===== src/rtl/reg_wb_sequencer.sv =====
// Writeback sequencer: queues ALU/load results in a small FIFO and emits one registered
// write per cycle (branch pc updates take priority) as a select code + data for the bank demux.
module reg_wb_sequencer #(
    parameter int PA_DATA  = 32,
    parameter int PA_SEL   = 9,
    parameter int PA_DEPTH = 4,
    parameter int PA_PTR   = 2
) (
    input  logic                clk,
    input  logic                rst_b,
    input  logic                alu_valid,
    input  logic [3:0]          alu_rd,
    input  logic [PA_DATA-1:0]  alu_data,
    output logic                alu_ready,
    input  logic                ld_valid,
    input  logic [3:0]          ld_rd,
    input  logic [PA_DATA-1:0]  ld_data,
    output logic                ld_ready,
    input  logic                br_valid,
    input  logic [PA_DATA-1:0]  br_target,
    output logic                wb_valid,
    output logic [PA_SEL-1:0]   wb_sel,
    output logic [PA_DATA-1:0]  wb_data,
    output logic [PA_PTR:0]     fifo_count
);

    localparam logic [PA_PTR:0]   LP_DEPTH    = (PA_PTR+1)'(PA_DEPTH);
    localparam logic [PA_SEL-1:0] LP_SEL_PC   = PA_SEL'(255);
    localparam logic [PA_SEL-1:0] LP_SEL_IDLE = '1;

    logic [3:0]         r_mem_rd   [PA_DEPTH];
    logic [PA_DATA-1:0] r_mem_data [PA_DEPTH];
    logic [PA_PTR-1:0]  r_wr_ptr, r_rd_ptr;
    logic [PA_PTR:0]    r_count;
    logic               r_wb_valid;
    logic [PA_SEL-1:0]  r_wb_sel;
    logic [PA_DATA-1:0] r_wb_data;

    logic [PA_PTR:0]    w_space;
    logic [PA_PTR:0]    w_push_cnt;
    logic [PA_PTR-1:0]  w_ld_idx;
    logic               w_alu_push, w_ld_push, w_pop;
    logic               w_wb_valid;
    logic [PA_SEL-1:0]  w_wb_sel;
    logic [PA_DATA-1:0] w_wb_data;

    // Readies look only at the registered count, so a same-cycle pop never creates space.
    assign w_space    = LP_DEPTH - r_count;
    assign alu_ready  = (w_space != '0);
    assign w_alu_push = alu_valid & alu_ready;
    assign ld_ready   = (w_space >= ((PA_PTR+1)'(1) + (PA_PTR+1)'(w_alu_push)));
    assign w_ld_push  = ld_valid & ld_ready;
    assign w_pop      = ~br_valid & (r_count != '0);
    assign w_push_cnt = (PA_PTR+1)'(w_alu_push) + (PA_PTR+1)'(w_ld_push);
    assign w_ld_idx   = r_wr_ptr + PA_PTR'(w_alu_push);

    // NOTE: storage array has no reset; occupancy alone decides which entries are live.
    always_ff @(posedge clk) begin
        if (w_alu_push) begin
            r_mem_rd[r_wr_ptr]   <= alu_rd;
            r_mem_data[r_wr_ptr] <= alu_data;
        end
        if (w_ld_push) begin
            r_mem_rd[w_ld_idx]   <= ld_rd;
            r_mem_data[w_ld_idx] <= ld_data;
        end
    end

    // NOTE: every output gets a default first so this block cannot infer a latch.
    always_comb begin
        w_wb_valid = 1'b0;
        w_wb_sel   = LP_SEL_IDLE;
        w_wb_data  = '0;
        if (br_valid) begin
            w_wb_valid = 1'b1;
            w_wb_sel   = LP_SEL_PC;
            w_wb_data  = br_target;
        end else if (w_pop) begin
            w_wb_valid = 1'b1;
            w_wb_sel   = {{(PA_SEL-4){1'b0}}, r_mem_rd[r_rd_ptr]};
            w_wb_data  = r_mem_data[r_rd_ptr];
        end
    end

    // NOTE: sequential state uses non-blocking assignments so all registers update together.
    always_ff @(posedge clk or posedge rst_b) begin
        if (rst_b) begin
            r_wr_ptr   <= '0;
            r_rd_ptr   <= '0;
            r_count    <= '0;
            r_wb_valid <= 1'b0;
            r_wb_sel   <= LP_SEL_IDLE;
            r_wb_data  <= '0;
        end else begin
            r_wr_ptr   <= r_wr_ptr + w_push_cnt[PA_PTR-1:0];
            r_rd_ptr   <= r_rd_ptr + PA_PTR'(w_pop);
            r_count    <= r_count + w_push_cnt - (PA_PTR+1)'(w_pop);
            r_wb_valid <= w_wb_valid;
            r_wb_sel   <= w_wb_sel;
            r_wb_data  <= w_wb_data;
        end
    end

    assign wb_valid   = r_wb_valid;
    assign wb_sel     = r_wb_sel;
    assign wb_data    = r_wb_data;
    assign fifo_count = r_count;

endmodule


===== config.mk =====
export PLATFORM = sky130hd
export DESIGN_NAME = reg_wb_sequencer
export DESIGN_NICKNAME = d
export VERILOG_FILES = /design/src/rtl/reg_wb_sequencer.sv
export SDC_FILE = /design/constraint.sdc
export NUM_CORES = 1
export LEC_CHECK = 0
export ABC_AREA = 1
export CORE_UTILIZATION = 47
export CTS_BUF_LIST = sky130_fd_sc_hd__clkbuf_8
export CTS_CLUSTER_SIZE = 24
export DETAILED_ROUTE_END_ITERATION = 10
export PLACE_DENSITY_LB_ADDON = 0.05
export SYNTH_ARGS = -nofsm -noshare
export SYNTH_HDL_FRONTEND = slang
export SYNTH_SLANG_ARGS = --single-unit

===== constraint.sdc =====
create_clock -name clk -period 4.37 [get_ports clk]
set_input_delay 0.874 -clock clk [delete_from_list [all_inputs] [get_ports clk]]
set_output_delay 0.874 -clock clk [all_outputs]
set_load 0.005 [all_outputs]

Word-level counts from Yosys, hierarchy flattened
Memory sizes are Yosys's and may differ from the RTL's.
Cells that the tools add are included.

word-level totals
  register bits = 49
  latch bits = 0
  bits in writable memories = 144
  memory bits (read-only) = 0
  bits of input ports = 109
  output and inout port bits = 47
  word-level logic and storage cells = 33
  memories kept = 2

cells by class
  add/subtract/negate cells = 8
  multiply operators = 0
  div/mod/pow operators = 0
  order comparisons = 1
  equal/unequal tests = 0
  shifts and indexed selects = 0
  mux-type cells = 10
  bitwise operators = 4
  reductions and logical operators = 2

memory list
  memory      words  bits a word  rd ports  clocked after memory_dff  wr ports  RTL line  source
  r_mem_data  4      32           1         0                         2         32        logic [PA_DATA-1:0] r_mem_data [PA_DEPTH];
  r_mem_rd    4      4            1         0                         2         31        logic [3:0] r_mem_rd [PA_DEPTH];

operators by type and width
  kind                 count
  $mux 32              2
  $mux 9               2
  $mux 1               6
  $reduce_bool 3->1    2
  $add 2x1->2          2
  $add 3x2->3          1
  $and 1x1->1          3
  $ge 3x2->1           1
  $sub 3x1->3          1
  $sub 3x3->3 const A  1
  $add 1x1->2          1
  $add 1x1->2 const A  1
  $add 2x2->2          1
  $not 1->1            1

Longest topological paths before layout
Gate-level depths: netlist of run 1.

  word-level depth = 9
  depth in mapped cells = 19
  mapped depth without buffers = 19

Worst setup path after synthesis of run 1
No wires, ideal clock.

  path type = flip-flop to flip-flop
  from = register r_count[0], in the netlist fifo_count[0]
  to = memory r_mem_data[0][0], enable pin
  data arrival time = 3712 ps
  data required time = 3891 ps
  slack = 179 ps
  cell stages (with the launch flop) = 9
  cell sequence = dfrtp_1 -> inv_1 -> ha_1 -> ha_1 -> inv_1 -> nand2_1 -> inv_1 -> nand2_1 -> o21ai_0

RTL lines
  item                      RTL line  source
  start: declaration        34        logic [PA_PTR:0] r_count;
  start signal: assignment  97        r_count <= r_count + w_push_cnt - (PA_PTR+1)'(w_pop);
  end: declaration          32

Final worst setup path of run 1
  from = register r_count[0], in the netlist fifo_count[0]
  to = output ld_ready

on the way
  longest elaborated chain between the ends = 5

ends and longest elaborated chain
  item               RTL line  source
  $sub 3x3->3 *      48        assign w_space = LP_DEPTH - r_count;
  $reduce_bool 3->1  49        assign alu_ready = (w_space != '0);
  $and 1x1->1        50        assign w_alu_push = alu_valid & alu_ready;
  $add 1x1->2        51        assign ld_ready = (w_space >= ((PA_PTR+1)'(1) + (PA_PTR+1)'(w_alu_push)));
  $ge 3x2->1 *       51
  end: declaration   18        output logic ld_ready,

Mark *: on every way between the ends. The rest lies on a longest branch, timed or not.

==> impl_metrics.toml, run 1 <==
[setup_path]
rrSetupSlack_ps = 1140
reg2reg_to = "fifo_count[2]$_DFF_PP0_"
r2r_cells = 19
cp.required_ps = 3500
r2r_start = "fifo_count[0]$_DFF_PP0_"
cp_max_fo = 20
cp-endpoint = "ld_ready"
startpoint = "fifo_count[0]$_DFF_PP0_"
cp-start-kind = "flop"
setup.worst_path.end_class = "primary output"
crit_arrival_ps = 2780
critical_path_class = "reg -> out"

[die]
die-area_um2 = 21300
placementRows = 52
initial_core_util = 0.481
die_h_um = 146
die_x_um = 146
coreArea_um2 = 20300
io_pins = 156

[clock_network]
clk_pin_slew_ps = 100
cts-root-buf = "clkbuf_8"
clkLatencyLatePin_ps = 470
ctsResizeCount = 0
post_cts_buffers = 0
cts_made_buffers = 17
clk_path_buf_depth = 2
cts_tree = "done"
cts.sinks = 190
cts_hold_buffers = 0
htree_levels = 4

[sta]
finalClockSkew_ps = 15.1
hold_viol = 0
fmax_mhz = 274
slew_headroom = 0.304
period_share = 0.836
period_needed_ps = 3650
fin_setup_tns_ps = 0
worst_pin_slew_ps = 1040
grt_setup_unrepaired = "false"
drv_slew = 0
setup_viol = 0

[power_and_ir_drop]
peakVddDrop_mv = 0.539
p_leak_nw = 5.06
p_per_area_nw_per_um2 = 757
power_w = 0.00894

[cells_and_area]
drive_above_1_share = 0.0698
layout_commonest_cell = "nand2_1"
multi_input_area_um2 = 3770
final_cell_mix = "nand2_1 (504), clkdlybuf4s50_1 (153), nand4_1 (144), edfxtp_1 (144), nand3_1 (98)"
n_antenna_cell = 0
nets = 1327
seq_area_um2 = 5490
syn2layout_area_growth_pct = 21.1
fillers = 1834

[global_route]
track_usage = 0.271
grt_first_pass_wirelength_mm = 44.2
antenna_found_initial = 0
grt_pass1_vias = 8077
grt_max_degree = 89
grt_overflow = 0

[synthesis]
synth-xor-area-share = 0.00449
yosysWarningCount = 0
ys_ff_latch = 190
synth_area_per_cell_um2 = 8.90
syn_area_um2 = 9760
synth_nets = 1219
seq_area_frac_synth = 0.562
synth_top_family_by_area = "simple AND/OR/NAND/NOR gates"
synthMuxAreaShare = 0
ys_types = 25
synth_compound_area_frac = 0.00795
yosys.area_share.simple = 0.352
synth_cells = 1097
synth-adder-area-share = 0.0174

[route]
drt-total-wl_mm = 28.1
via_count = 8396
drtPass1Iterations = 5
wl_per_cell_um = 18.9
ant_nets = 0
via_per_inst = 5.64
drtIter0Drc = 776
drcViolationCount = 0

[placed_design]
gp_congestion = 0.737
io_buffers = 155
hpwlAfterDp_mm = 15.2

[run]
maxCapViolations = 0

[worst_hold_path]
hold_path_depth = 1
hp-class = "reg -> reg"

[status]
status = "completed"
[synth_stat cells]
library cell | count | area, um^2
nand2_2 | 3 | 18.8
nand3_4 | 4 | 70.1
a21boi_0 | 1 | 7.51
ha_1 | 12 | 150
buf_4 | 3 | 22.5
dfstp_2 | 6 | 158
edfxtp_1 | 144 | 4320
xnor2_1 | 2 | 17.5
nand4_1 | 144 | 901
buf_1 | 10 | 37.5
inv_1 | 19 | 71.3
inv_2 | 2 | 7.51
dfrtp_1 | 40 | 1000
xor2_1 | 3 | 26.3
clkinv_1 | 1 | 3.75
nor2_4 | 4 | 45.0
a21oi_1 | 8 | 40.0
nor2_1 | 3 | 11.3
nand2_1 | 506 | 1900
buf_2 | 39 | 195
buf_6 | 9 | 101
fa_1 | 1 | 20.0
clkbuf_1 | 29 | 109
nand3_1 | 98 | 490
o21ai_0 | 6 | 30.0
[layout make-up]
class,count,share of cell area
repair buffers,179,0.148
inverters,22,0.00699
multi-input cells,795,0.319
well taps,270,0.0286
clock buffers,18,0.0210
clock inverters,14,0.0121
flip-flops and latches,190,0.464
[worst max-delay path, stage by stage (launching register included)]
cell and delay [ps]:
dfrtp_1 390, inv_1 80, ha_1 220, ha_1 180
inv_1 70, nand2_1 100, ha_1 290, inv_1 30
nand2_1 40, nand2_1 80, nand2_4 250, clkdlybuf4s50_1 560
[cells by family after synthesis]
kind of cell | count (synthesis)
adders and majority gates | 13
buffers and inverters | 112
AOI/OAI and AO/OA | 15
DFF | 190
and+or+nand+nor | 762
xor gates and xnor gates | 5
[worst min path at each step]
stage | startpoint | to | slack (ps)
2_1_floorplan | r_rd_ptr[0]$_DFF_PP0_ | r_rd_ptr[0]$_DFF_PP0_ | 470
3_3_place_gp | fifo_count[2]$_DFF_PP0_ | fifo_count[2]$_DFF_PP0_ | 530
3_5_place_dp | fifo_count[2]$_DFF_PP0_ | fifo_count[2]$_DFF_PP0_ | 530
4_1_cts | fifo_count[2]$_DFF_PP0_ | fifo_count[2]$_DFF_PP0_ | 550
5_1_grt | fifo_count[2]$_DFF_PP0_ | fifo_count[2]$_DFF_PP0_ | 580
6_report | fifo_count[2]$_DFF_PP0_ | fifo_count[2]$_DFF_PP0_ | 540
[layer usage]
metal  track usage  up-vias  wire length (um)
li1              -     3979                 -
met2         0.451      451             13600
met5             0        -                 0
met1         0.352     3922             11400
met4         0.107        0               574
met3        0.0500       44              2510
[registers in the layout, indices dropped and copies added (netlist names)]
register	count
wb_data	32
fifo_count	3
r_mem_rd	16
r_mem_data	128
wb_valid	1
r_wr_ptr	2
wb_sel	6
r_rd_ptr	2
[power breakdown]
part | internal, W | switching, W
Combinational | 0.00136 | 0.00304
Clock | 0.000524 | 0.000655
Sequential | 0.00307 | 0.000289
Total | 0.00495 | 0.00399
[per-stage QoR]
stage	cells	setup slack, ps	util	cell area [um^2]	hold slack [ps]
5_1_grt	1488	504	0.582	11800	580
2_1_floorplan	1097	179	-	9760	473
3_3_place_gp	1456	774	0.563	11400	531
3_5_place_dp	1456	719	0.563	11400	534
4_1_cts	1488	673	0.582	11800	549
6_report	1488	718	0.582	11800	543
No activity file was read; power rests on OpenSTA's default activity.
==> run 2, diff against run 1 <==
- clock period: 4.37 -> 2.95 ns (I/O delays scaled with it)
==> impl_metrics.toml, run 2 (synthesis results as in run 1) <==
[cells_and_area]
postLayoutCoreUtil = 0.604
fillers = 1756
layout_commonest_cell = "nand2_1"
syn2layout_area_growth_pct = 25.7
final_cell_mix = "nand2_1 (501), clkdlybuf4s50_1 (152), nand4_1 (144), edfxtp_1 (144), nand3_1 (98)"
n_antenna_cell = 0
drive_above_1_share = 0.106
largest_reg_flops = 128
nets = 1357
largest_register = "r_mem_data"

[setup_path]
critical_path_class = "reg -> reg"
crit_arrival_ps = 3260
cp-start-kind = "flop"
setup.worst_path.end_class = "flop"
max_stage_delay_ps = 380
critical-path-slowest-cell = "dfrtp_1"
critical_path.cell_chain = "inv_2 > ha_4 > ha_4 > inv_4 > nand2_4 > ha_4 > inv_2 > nand2_2 > nand2_2 > a21boi_2 > ha_1 > inv_2 > ha_4 > inv_2 > ha_4 > inv_2 > fa_2 > xnor2_2 > xor2_1"
cp.required_ps = 3310
cp_max_fo = 3

[power_and_ir_drop]
cellInternalPower_w = 0.00806
p_sw_w = 0.00600
p_leak_nw = 5.27
power_frac_comb = 0.520
power_w = 0.0141
peakVddDrop_mv = 0.639
power_frac_seq = 0.345
p_per_area_nw_per_um2 = 1150
p_sw_frac = 0.427
p_clk_frac = 0.135

[clock_network]
clk_pin_slew_ps = 100
cts_hold_buffers = 0
clk_path_buf_depth = 2
cts_made_buffers = 17
cts-root-buf = "clkbuf_8"
cts.sinks = 190
htree_levels = 4
cts_tree = "done"
clkLatencyLatePin_ps = 470

[run]
maxCapViolations = 0

[sta]
hold_viol = 0
slew_headroom = 0.310
setup_viol = 0
fmax_mhz = 345
period_needed_ps = 2900
period_share = 0.982
worst_pin_slew_ps = 1030
finalClockSkew_ps = 11.6
drv_slew = 0

[route]
ant_nets = 0
drtIter0Drc = 586
highest_layer = "met4"
via_per_inst = 5.50
drtPass1Iterations = 5
dr_wl_met3_mm = 2.16
via_count = 8346
drt-total-wl_mm = 27.3
wl_met2_mm = 13.2
drcViolationCount = 0
wl_per_cell_um = 18.0
wl_met1_mm = 11.5

[die]
die_h_um = 146
coreArea_um2 = 20300
initial_core_util = 0.481
die_x_um = 146
die-area_um2 = 21300
io_pins = 156
placementRows = 52

[global_route]
antenna_found_initial = 0
grt_overflow = 0
grt_max_degree = 94
grt_first_pass_wirelength_mm = 42.5
grt_pass1_vias = 7703
track_usage = 0.262

[worst_hold_path]
hp-class = "in -> async"

[placed_design]
gp_congestion = 0.786
io_buffers = 155
hpwlAfterDp_mm = 16.0

[status]
status = "completed"
-- run 2: cell types whose count changed in the layout (fill, tap and decap cells not counted), sizes merged --
cell           delta
clkdlybuf4s50     -1
clkinv            -2
dlygate4sd2       +1
buf              +30
inv               +1
clkinvlp          -1
bufinv            +2
-- run 2: metal layers --
layer / vias up / global-route usage
met3: 34 / 0.0497
li1: 4040 / -
met5: - / 0
met1: 3914 / 0.350
met4: 0 / 0.0917
met2: 358 / 0.430
-- run 2: final timing paths --
| kind | from | end | slack, ps | cells after the start |
|---|---|---|---|---|
| min reg2reg | r_mem_data[2][21]$_DFFE_PP_ | wb_data[21]$_DFF_PP0_ | 570 | 4 |
| min | rst_b | wb_data[28]$_DFF_PP0_ | 470 | 2 |
| max | fifo_count[0]$_DFF_PP0_ | fifo_count[2]$_DFF_PP0_ | 50 | 19 |
| max reg2reg | fifo_count[0]$_DFF_PP0_ | fifo_count[2]$_DFF_PP0_ | 50 | 19 |
| min in group clk | r_mem_data[2][21]$_DFFE_PP_ | wb_data[21]$_DFF_PP0_ | 570 | 4 |
| max in group asynchronous | rst_b | wb_sel[7]$_DFF_PP1_ | 1880 | 3 |
-- run 2: worst max-delay path: cells and delay by family (launching register included) --
kind | cells | cell delay, ps
AO/OA/AOI/OAI | 1 | 150
adder cells (fa/ha/maj) | 7 | 1490
XOR/XNOR | 2 | 280
AND/OR/NAND/NOR | 3 | 170
buffers and inverters | 6 | 320
flip-flops | 1 | 380
-- run 2: power by group through the flow --
stage | Sequential, W | Clock (W) | Combinational [W]
3_5_place_dp | 0.00491 | 0 | 0.00702
3_3_place_gp | 0.00489 | 0 | 0.00695
2_1_floorplan | 0.00492 | 0 | 0.00423
5_1_grt | 0.00498 | 0.00202 | 0.00801
6_report | 0.00486 | 0.00189 | 0.00732
4_1_cts | 0.00486 | 0.00192 | 0.00719
-- run 2: what timing repair did --
item	CTS	global route
buffers inserted	6	3
pin swaps	7	6
hold endpoints to repair	0	0
endpoints found under the setup margin	3	3
resized for setup	14	8
-- run 2: final cells by class --
type                       instances  area [um^2]  area share
timing repair buffer             209         2060       0.168
clock inverter                    14          194      0.0158
multi-input combinational        795         3860       0.315
inverter                          22         85.1     0.00693
clock buffer                      18          248      0.0202
sequential                       190         5490       0.447
tap                              270          338      0.0275
-- run 2: metrics by stage --
step	setup TNS, ps	cell area [um^2]	hold slack, ps	worst slack [ps]	cells
after floorplan	0	9780	473	30.2	1097
after global placement	-433	11700	545	-255	1477
final	0	12300	474	53.7	1518
after global routing	-85.3	12300	515	-71.6	1518
after detailed placement	-559	11700	552	-318	1477
after CTS	-4.32	12200	475	-4.32	1515
